==> config.mk <==
export PLATFORM = sky130hd
export DESIGN_NAME = i2d_if_pf
export DESIGN_NICKNAME = d
export VERILOG_FILES = /design/src/rtl/i2d_defines.sv /design/src/rtl/i2d_fifo.sv /design/src/rtl/i2d_if_pf.sv
export SDC_FILE = /design/constraint.sdc
export NUM_CORES = 1
export LEC_CHECK = 0
export ABC_AREA = 1
export ABC_CLOCK_PERIOD_IN_PS = 11400
export BUFFER_PORTS_ARGS = -buffer_cell sky130_fd_sc_hd__buf_2
export CAP_MARGIN = 25
export CORE_MARGIN = 10
export CORE_UTILIZATION = 30
export DETAILED_ROUTE_END_ITERATION = 12
export GPL_TIMING_DRIVEN = 0
export SYNTH_ARGS = -nofsm -noshare
export SYNTH_HDL_FRONTEND = slang
export SYNTH_SLANG_ARGS = --single-unit
==> constraint.sdc <==
create_clock -name clk -period 11.4 [get_ports clk]
set_input_delay 1.71 -clock clk [delete_from_list [all_inputs] [get_ports clk]]
set_output_delay 1.71 -clock clk [all_outputs]
set_load 0.005 [all_outputs]
==> src/rtl/i2d_defines.sv <==
// i2d_defines: definitions shared by the i2d instruction fetch path.
//   `I2D_INS_NOP : 6-bit opcode of the NOP instruction (overridable)
//   INS_NOP_OP   : the same opcode as a typed constant
//   NOP_WORD     : 32-bit NOP instruction word
//   if_state_e   : fetch bus master states
`ifndef I2D_INS_NOP
`define I2D_INS_NOP 6'b010101
`endif

package i2d_defines;

    localparam logic [5:0]  INS_NOP_OP = `I2D_INS_NOP;
    localparam logic [31:0] NOP_WORD   = {INS_NOP_OP, 26'b0};

    typedef enum logic [1:0] {
        ST_IDLE = 2'd0,  // no request on the bus
        ST_REQ  = 2'd1,  // cyc/stb asserted at the fetch PC
        ST_ERR  = 2'd2   // bus halted after err_i, waits for a redirect
    } if_state_e;

endpackage

==> src/rtl/i2d_fifo.sv <==
// i2d_fifo: DEPTH-entry synchronous FIFO with flush.
//   clk, rst         : clock, asynchronous active-high reset
//   flush_i          : synchronous flush (wins over push/pop)
//   push_i, wdata_i  : write port, ignored when full
//   pop_i, rdata_o   : read port, rdata_o shows the head entry; pop ignored when empty
//   full_o, empty_o  : occupancy flags
//   count_o          : number of stored entries (0..DEPTH)
module i2d_fifo #(
    parameter int unsigned WIDTH = 64,
    parameter int unsigned DEPTH = 4
) (
    input  logic                     clk,
    input  logic                     rst,
    input  logic                     flush_i,
    input  logic                     push_i,
    input  logic [WIDTH-1:0]         wdata_i,
    input  logic                     pop_i,
    output logic [WIDTH-1:0]         rdata_o,
    output logic                     full_o,
    output logic                     empty_o,
    output logic [$clog2(DEPTH):0]   count_o
);

    localparam int unsigned PW = $clog2(DEPTH);

    logic [WIDTH-1:0] mem_q [DEPTH];
    logic [PW-1:0]    wr_q, rd_q;
    logic [PW:0]      cnt_q;
    logic             do_push, do_pop;

    assign full_o  = (cnt_q == (PW+1)'(DEPTH));
    assign empty_o = (cnt_q == '0);
    assign count_o = cnt_q;
    assign rdata_o = mem_q[rd_q];
    assign do_push = push_i && !full_o;
    assign do_pop  = pop_i && !empty_o;

    // Pointers wrap naturally because DEPTH is a power of two.
    always_ff @(posedge clk or posedge rst) begin
        if (rst) begin
            wr_q  <= '0;
            rd_q  <= '0;
            cnt_q <= '0;
        end else if (flush_i) begin
            wr_q  <= '0;
            rd_q  <= '0;
            cnt_q <= '0;
        end else begin
            if (do_push) wr_q <= wr_q + PW'(1);
            if (do_pop)  rd_q <= rd_q + PW'(1);
            cnt_q <= cnt_q + (PW+1)'(do_push) - (PW+1)'(do_pop);
        end
    end

    always_ff @(posedge clk) begin
        if (do_push && !flush_i) mem_q[wr_q] <= wdata_i;
    end

endmodule

==> src/rtl/i2d_if_pf.sv <==
// i2d_if_pf: prefetching instruction fetch unit (Wishbone master + FIFO).
//   clk, rst                : clock, asynchronous active-high reset
//   adr_o, cyc_o, stb_o     : registered Wishbone request, one outstanding transfer
//   dat_i, ack_i, rty_i, err_i : Wishbone response (priority err > rty > ack)
//   set_pc, new_pc          : redirect; flushes FIFO, clears error, refetches
//   if_rd                   : decode pops the head entry
//   if_valid, if_ins, if_pc : head entry (NOP / 0 when empty)
//   if_busy                 : FIFO empty while a request is outstanding
//   if_err                  : sticky fetch error, cleared by set_pc
// Build option: define I2D_IF_BYPASS_EN to forward an ack straight to the
// decode outputs when the FIFO is empty.
module i2d_if_pf
    import i2d_defines::*;
#(
    parameter int unsigned    AW     = 32,
    parameter int unsigned    DW     = 32,
    parameter int unsigned    DEPTH  = 4,
    parameter logic [AW-1:0]  RST_PC = '0
) (
    input  logic          clk,
    input  logic          rst,
    output logic [AW-1:0] adr_o,
    output logic          cyc_o,
    output logic          stb_o,
    input  logic [DW-1:0] dat_i,
    input  logic          ack_i,
    input  logic          rty_i,
    input  logic          err_i,
    input  logic          set_pc,
    input  logic [AW-1:0] new_pc,
    input  logic          if_rd,
    output logic          if_valid,
    output logic [DW-1:0] if_ins,
    output logic [AW-1:0] if_pc,
    output logic          if_busy,
    output logic          if_err
);

    localparam int unsigned   CW      = $clog2(DEPTH) + 1;
    localparam logic [DW-1:0] NOP_INS = {INS_NOP_OP, {(DW-6){1'b0}}};

    if_state_e        state_q;
    logic [AW-1:0]    pc_q;
    logic             stb_q;

    logic             fifo_full, fifo_empty;
    logic [CW-1:0]    fifo_cnt;
    logic [AW+DW-1:0] head;
    logic             acc, push, pop, room;
    logic             unused_pc_lsbs;

    assign unused_pc_lsbs = ^new_pc[1:0];

    // A word is accepted only on a clean ack that is not overridden by
    // err/rty or discarded by a concurrent redirect.
    assign acc = (state_q == ST_REQ) && ack_i && !rty_i && !err_i && !set_pc;
    assign pop = if_rd && !fifo_empty && !set_pc;

`ifdef I2D_IF_BYPASS_EN
    logic byp;
    assign byp  = acc && fifo_empty;
    assign push = acc && !(byp && if_rd);

    always_comb begin
        if_valid = !fifo_empty || byp;
        if_ins   = NOP_INS;
        if_pc    = '0;
        if (!fifo_empty) begin
            if_ins = head[DW-1:0];
            if_pc  = head[AW+DW-1:DW];
        end else if (byp) begin
            if_ins = dat_i;
            if_pc  = pc_q;
        end
    end
`else
    assign push = acc;

    always_comb begin
        if_valid = !fifo_empty;
        if_ins   = NOP_INS;
        if_pc    = '0;
        if (!fifo_empty) begin
            if_ins = head[DW-1:0];
            if_pc  = head[AW+DW-1:DW];
        end
    end
`endif

    // Keep requesting while the FIFO will not be full after this cycle's
    // push/pop; with no push that reduces to "not full, or popping now".
    assign room = push ? ((fifo_cnt + CW'(1) - CW'(pop)) < CW'(DEPTH))
                       : (!fifo_full || pop);

    assign adr_o   = pc_q;
    assign cyc_o   = stb_q;
    assign stb_o   = stb_q;
    assign if_busy = fifo_empty && stb_q;
    assign if_err  = (state_q == ST_ERR);

    always_ff @(posedge clk or posedge rst) begin
        if (rst) begin
            state_q <= ST_IDLE;
            stb_q   <= 1'b0;
            pc_q    <= RST_PC;
        end else if (set_pc) begin
            state_q <= ST_REQ;
            stb_q   <= 1'b1;
            pc_q    <= {new_pc[AW-1:2], 2'b00};
        end else begin
            case (state_q)
                ST_IDLE, ST_REQ: begin
                    if (state_q == ST_REQ && err_i) begin
                        state_q <= ST_ERR;
                        stb_q   <= 1'b0;
                    end else begin
                        if (acc) pc_q <= pc_q + AW'(4);
                        state_q <= room ? ST_REQ : ST_IDLE;
                        stb_q   <= room;
                    end
                end
                ST_ERR: begin
                    state_q <= ST_ERR;
                    stb_q   <= 1'b0;
                end
                default: begin
                    state_q <= ST_IDLE;
                    stb_q   <= 1'b0;
                end
            endcase
        end
    end

    i2d_fifo #(
        .WIDTH (AW + DW),
        .DEPTH (DEPTH)
    ) u_fifo (
        .clk     (clk),
        .rst     (rst),
        .flush_i (set_pc),
        .push_i  (push),
        .wdata_i ({pc_q, dat_i}),
        .pop_i   (pop),
        .rdata_o (head),
        .full_o  (fifo_full),
        .empty_o (fifo_empty),
        .count_o (fifo_cnt)
    );

endmodule

### Word-level counts from Yosys, hierarchy flattened

Memories as Yosys holds them, arrays and structs flattened.
Index checks and enable logic that the tools add are counted.

* add/subtract/negate cells: 7
* reduce and logical (&&, ||, !) cells: 25
* eq/ne operators: 4
* mux-type cells: 21
* magnitude comparators: 1

Operators by type and width (count)
* $mux 32: 6
* $add 32x3->32 const B: 1
* $mux 2: 6
* $logic_and 1x1->1: 11
* $reduce_bool 2->1: 4
* $mux 1: 7
* $sub 3x1->3: 2
* $logic_not 1->1: 5
* $add 2x1->2 const B: 2
* $pmux 2 s2: 1
* $add 3x1->3: 1
* $add 3x1->3 const B: 1
* $eq 3x3->1 const B: 1
* $logic_not 3->1: 1
* $lt 3x3->1 const B: 1
* $mux 3: 1
* $reduce_and 3->1: 1
* $eq 2x1->1 const B: 1
* $eq 2x2->1 const B: 1
* $logic_not 2->1: 1
* $ne 2x2->1 const B: 1
* $reduce_or 2->1: 1
* $logic_or 1x1->1: 1

* word-level logic and storage cells: 65
* memory bits (writable): 256
* register bits: 42
* bits of input ports: 71
* memories kept: 1

Memories
* u_fifo.mem_q: words 4, width 64, read ports 1, clocked after Yosys merged registers in 0, wr ports 1, line i2d_fifo.sv:26 `logic [WIDTH-1:0] mem_q [DEPTH];`

### Logic depth before layout (Yosys ltp)

* depth after elaboration: 11
* gate-level depth with buffers: 13
* depth with buffers taken out: 13

### Cells and area by module

A second synthesis with hierarchy kept.

* cell total of the unflattened synthesis: 1202
* area, all modules: 13142.6 sq um

By module, submodules not included
* i2d_fifo: sequential area each 7862.5 sq um, area an instance 10172.3 sq um, instances 1, cells an instance 682
* i2d_if_pf: sequential area each 825.8 sq um, area an instance 2970.3 sq um, instances 1, cells an instance 520

### Worst setup path before layout

No wires, ideal clock.

* kind: input -> register
* start: input rty_i
* end: memory u_fifo.mem_q[0][0] (enable)
* data arrival time: 4.848 ns
* path slack: 6.070 ns
* stages on the path: 5
* required time: 10.918 ns
* cells stage by stage: nor2_2 nand3_4 nor2_8 nand2_2 nor2_1

* longest elaborated chain between the ends: 8

RTL lines
* start: declaration: line i2d_if_pf.sv:27 `input logic rty_i,`
* $logic_not 1->1: line i2d_if_pf.sv:56 `assign acc = (state_q == ST_REQ) && ack_i && !rty_i && !err_i && !set_pc;`
* $logic_and 1x1->1 (3 in a row): line i2d_if_pf.sv:56
* $logic_and 1x1->1: line i2d_fifo.sv:35 `assign do_push = push_i && !full_o;`
* $logic_and 1x1->1: line i2d_fifo.sv:56 `if (do_push && !flush_i) mem_q[wr_q] <= wdata_i;`
* $mux 1: line i2d_fifo.sv:56
* $mux 1 (not written as such): line i2d_fifo.sv:56
* end: declaration: line i2d_fifo.sv:26

No other way between the ends.

### Worst setup path after layout

* start: register u_fifo.rd_q[0]
* end: output if_pc[18]

* longest elaborated chain between the ends: 2

RTL lines
* start: declaration: line i2d_fifo.sv:27 `logic [PW-1:0] wr_q, rd_q;`
* start signal: assignment: line i2d_fifo.sv:50 `if (do_pop) rd_q <= rd_q + PW'(1);`
* $mem_v2 4x64
* $mux 32: line i2d_if_pf.sv:83 `if (!fifo_empty) begin`
* end: declaration: line i2d_if_pf.sv:34 `output logic [AW-1:0] if_pc,`

No other way between the ends.

==> flow_summary.ini <==
[status]
outcome = complete, no violations

[min_path]
worstHoldEndpoint = state_q[1]
hp-start = state_q[1]
holdPathStages = 1
hold_path.class = flip-flop to flip-flop

[power_and_ir_drop]
power_mw = 2.93
power.leakage_nw = 5.81
p_sw_mw = 0.941
power_density_mw_per_mm2 = 193
netSwitchingFraction_pct = 32.1
comb_power_share_pct = 24.7
peakVddDrop_v = 0.0000830
clockPowerShare_pct = 32.7
p_seq_share_pct = 42.6
p_int_mw = 1.99

[floorplanning]
fp-row-count = 74
dieHeight_um = 224
ios = 172
start_util_pct = 30.5
floorplan.die.width_um = 224
core_mm2 = 0.0409
die_area_mm2 = 0.0501

[setup_path]
crit_top_cell = buf_2
timing.rr.end = u_fifo.count_o[2]
crit_required_ns = 9.69
crit_arrival_ns = 2.90
worstSetupStartpointType = flip-flop
critical_path.max_stage_delay_ns = 0.44
worstSetupPathType = flip-flop to output port
crit_path_top_delay_cell = a21oi_1
endpoint_kind = output port
cp_cell_sequence = buf_2 > inv_2 > buf_4 > clkbuf_1 > o21ai_0 > a21oi_1 > buf_2
worstReg2RegStart = u_fifo.count_o[1]
crit_fanout = 10
r2r_setup_slack_ns = 8.65
ff2ff_path_depth = 13

[synth]
syn_avg_cell_area_um2 = 10.6
ys_warn_count = 0
synth_seq_area_share_pct = 67.8
synthFlopType = edfxtp_1
ys_types = 37
synth_top_family_by_area = simple AND/OR/NAND/NOR gates
synth_fa_ha_area_share_pct = 0.863
syn-cell-area_mm2 = 0.0125
synth-edff-count = 248
synth_compound_area_share_pct = 9.08
synthArstFlopShare_pct = 13.9
syn_inst = 1180
synth_mux_area_share_pct = 0
synth_xor_area_share_pct = 0.492
synth-simple-area-share_pct = 17.7
ys_ff_latch = 288

[cts]
holdBufCountCts = 0
cts_max_level = 1
numCtsBuffers = 31
max-clock-path-buffers = 3
postCtsSetupBuffers = 0
cts_tree = yes
clockRootBuffer = clkbuf_16
clock_latency_ns = 0.56
post_cts_resized = 0
cts.sinks = 288
clk_pin_slew_worst_paths_ns = 0.07

[place]
gp_congestion = 0.870
hpwl_um = 25200
portBuffers = 165

[sta]
clock.fmax_mhz = 217
rsz0062_at_grt = false
tightest_slew_ns = 0.702
setup_viol = 0
relSlewSlack_pct = 53.1
finalCriticalPeriod_ns = 4.61
report.final.slew_viol_count = 0
hold_violations = 0
skew_ns = 0.0205
tns_ns = 0
timing.final.crit_share_pct = 40.4

[routing]
drt-met1-wl_um = 16200
drcViolationCount = 0
dr_wl_met3_um = 2290
wl_um = 36500
highest_layer = met4
viasPerCell = 4.71
firstDrtPassIters = 5
vias = 9157
ant_nets = 0
dr_wl_met2_um = 17400
wire_per_inst_um = 18.8
first_iter_violations = 806

[global_routing]
grt-ovfl-total = 0
grt_pass1_vias = 9233
grt_antenna_before_repair = 0
grt_max_degree = 28
grt_pass1_wl_um = 55500
grt_usage_pct = 14.1

[finish]
areaGrowthSynthToFinish_pct = 21.5
drive_above_1_share_pct = 19.4
num-nets-final = 1469

[job]
maxCapViolations = 0
[stage by stage]
step	hold slack, ns	instances	area (um^2)	util, %	worst slack (ns)
floorplan	0.415	1183	12500	-	6.07
global placement	0.431	1880	14000	34.1	3.43
detailed placement	0.438	1889	14200	34.7	7.35
CTS	0.448	1944	15100	37.0	6.75
global route	0.468	1944	15100	37.0	6.69
finish	0.447	1945	15200	37.0	6.79
[synth_stat cells (2+ instances only)]
cell      count  area, um^2
nor2_2        6        37.5
inv_2         4        15.0
nand3_1      36         180
clkbuf_1     28         105
o211ai_1      6        45.0
nor2_4        4        45.0
edfxtp_1    248        7450
nand2_2       6        37.5
buf_4        12        90.1
nor2_1      314        1180
o311ai_0      3        26.3
dfrtp_1      40        1000
buf_1         3        11.3
o21bai_1      2        15.0
ha_1          7        87.6
nand2_1     160         601
o21ai_1       2        10.0
a21oi_1      66         330
xor2_1        6        52.6
nand3_4       2        35.0
buf_2        15        75.1
inv_1        54         203
o21ai_0     138         691
nor3_1        5        25.0
[registers in the layout (all words and copies together), names as in the netlist]
register / flops
u_fifo.mem_q: 248
adr_o: 30
u_fifo.count_o: 3
state_q: 2
u_fifo.rd_q: 2
u_fifo.wr_q: 2
cyc_o: 1
[how the worst max path moves through the flow]
stage,from,cells past startpoint,end
CTS,u_fifo.rd_q[0],7,if_pc[18]
floorplan,rty_i,5,u_fifo.mem_q[0][0]
detailed placement,u_fifo.rd_q[0],7,if_pc[18]
finish,u_fifo.rd_q[0],7,if_pc[18]
global placement,rty_i,6,u_fifo.mem_q[0][24]
global route,u_fifo.rd_q[0],7,if_pc[18]
[layout make-up]
type | count | area [um^2]
Multi-Input combinational cell | 777 | 3550
Buffer | 59 | 293
Inverter | 59 | 223
Clock buffer | 37 | 798
Tap cell | 532 | 666
Clock inverter | 18 | 161
Fill cell | 4073 | 25800
Sequential cell | 288 | 8450
Antenna cell | 1 | 2.50
Timing Repair Buffer | 174 | 1010
[per-layer routing]
metal	up-vias	GRT usage (%)
met1	4410	18.5
met4	0	2.86
met2	291	23.6
li1	4423	-
met5	-	0
met3	33	3.11
[logic make-up (layout without fill, tap and decap cells)]
logic type                 Yosys count  after routing
xor gates and xnor gates             7              7
adders and majority gates            8              8
and+or+nand+nor                    539            539
DFF                                288            288
other                                1              5
AOI/OAI and AO/OA                  219            219
buffers and inverters              118            347
[placed cells by master (no fill, tap or decap), types with 2 or more instances in the layout]
cell,instances
a21oi_1,66
buf_1,3
buf_12,8
buf_2,180
buf_4,12
bufinv_16,3
clkbuf_1,34
clkbuf_16,31
clkinv_1,8
clkinv_2,6
conb_1,4
dfrtp_1,40
edfxtp_1,248
ha_1,7
inv_1,53
inv_2,5
nand2_1,160
nand2_2,6
nand3_1,36
nand3_4,2
nor2_1,310
nor2_2,6
nor2_4,8
nor3_1,5
o211ai_1,6
o21ai_0,138
o21ai_1,2
o21bai_1,2
o311ai_0,3
xor2_1,6
[power groups by stage]
stage                     sequential (mW)  combinational, mW  clock, mW
after CTS                            1.25              0.745      0.976
final                                1.25              0.722      0.958
after floorplan                      1.25              0.381          0
after global routing                 1.25              0.819       1.02
after global placement               1.27              0.728          0
after detailed placement             1.27              0.741          0
[critical path: cells and delay by family, from the launching register on]
kind	cells	cell delay, ns
DFF	1	0.35
AOI/OAI and AO/OA	2	0.65
buffers and inverters	5	1.31
Power figures use the tool's default switching activity.
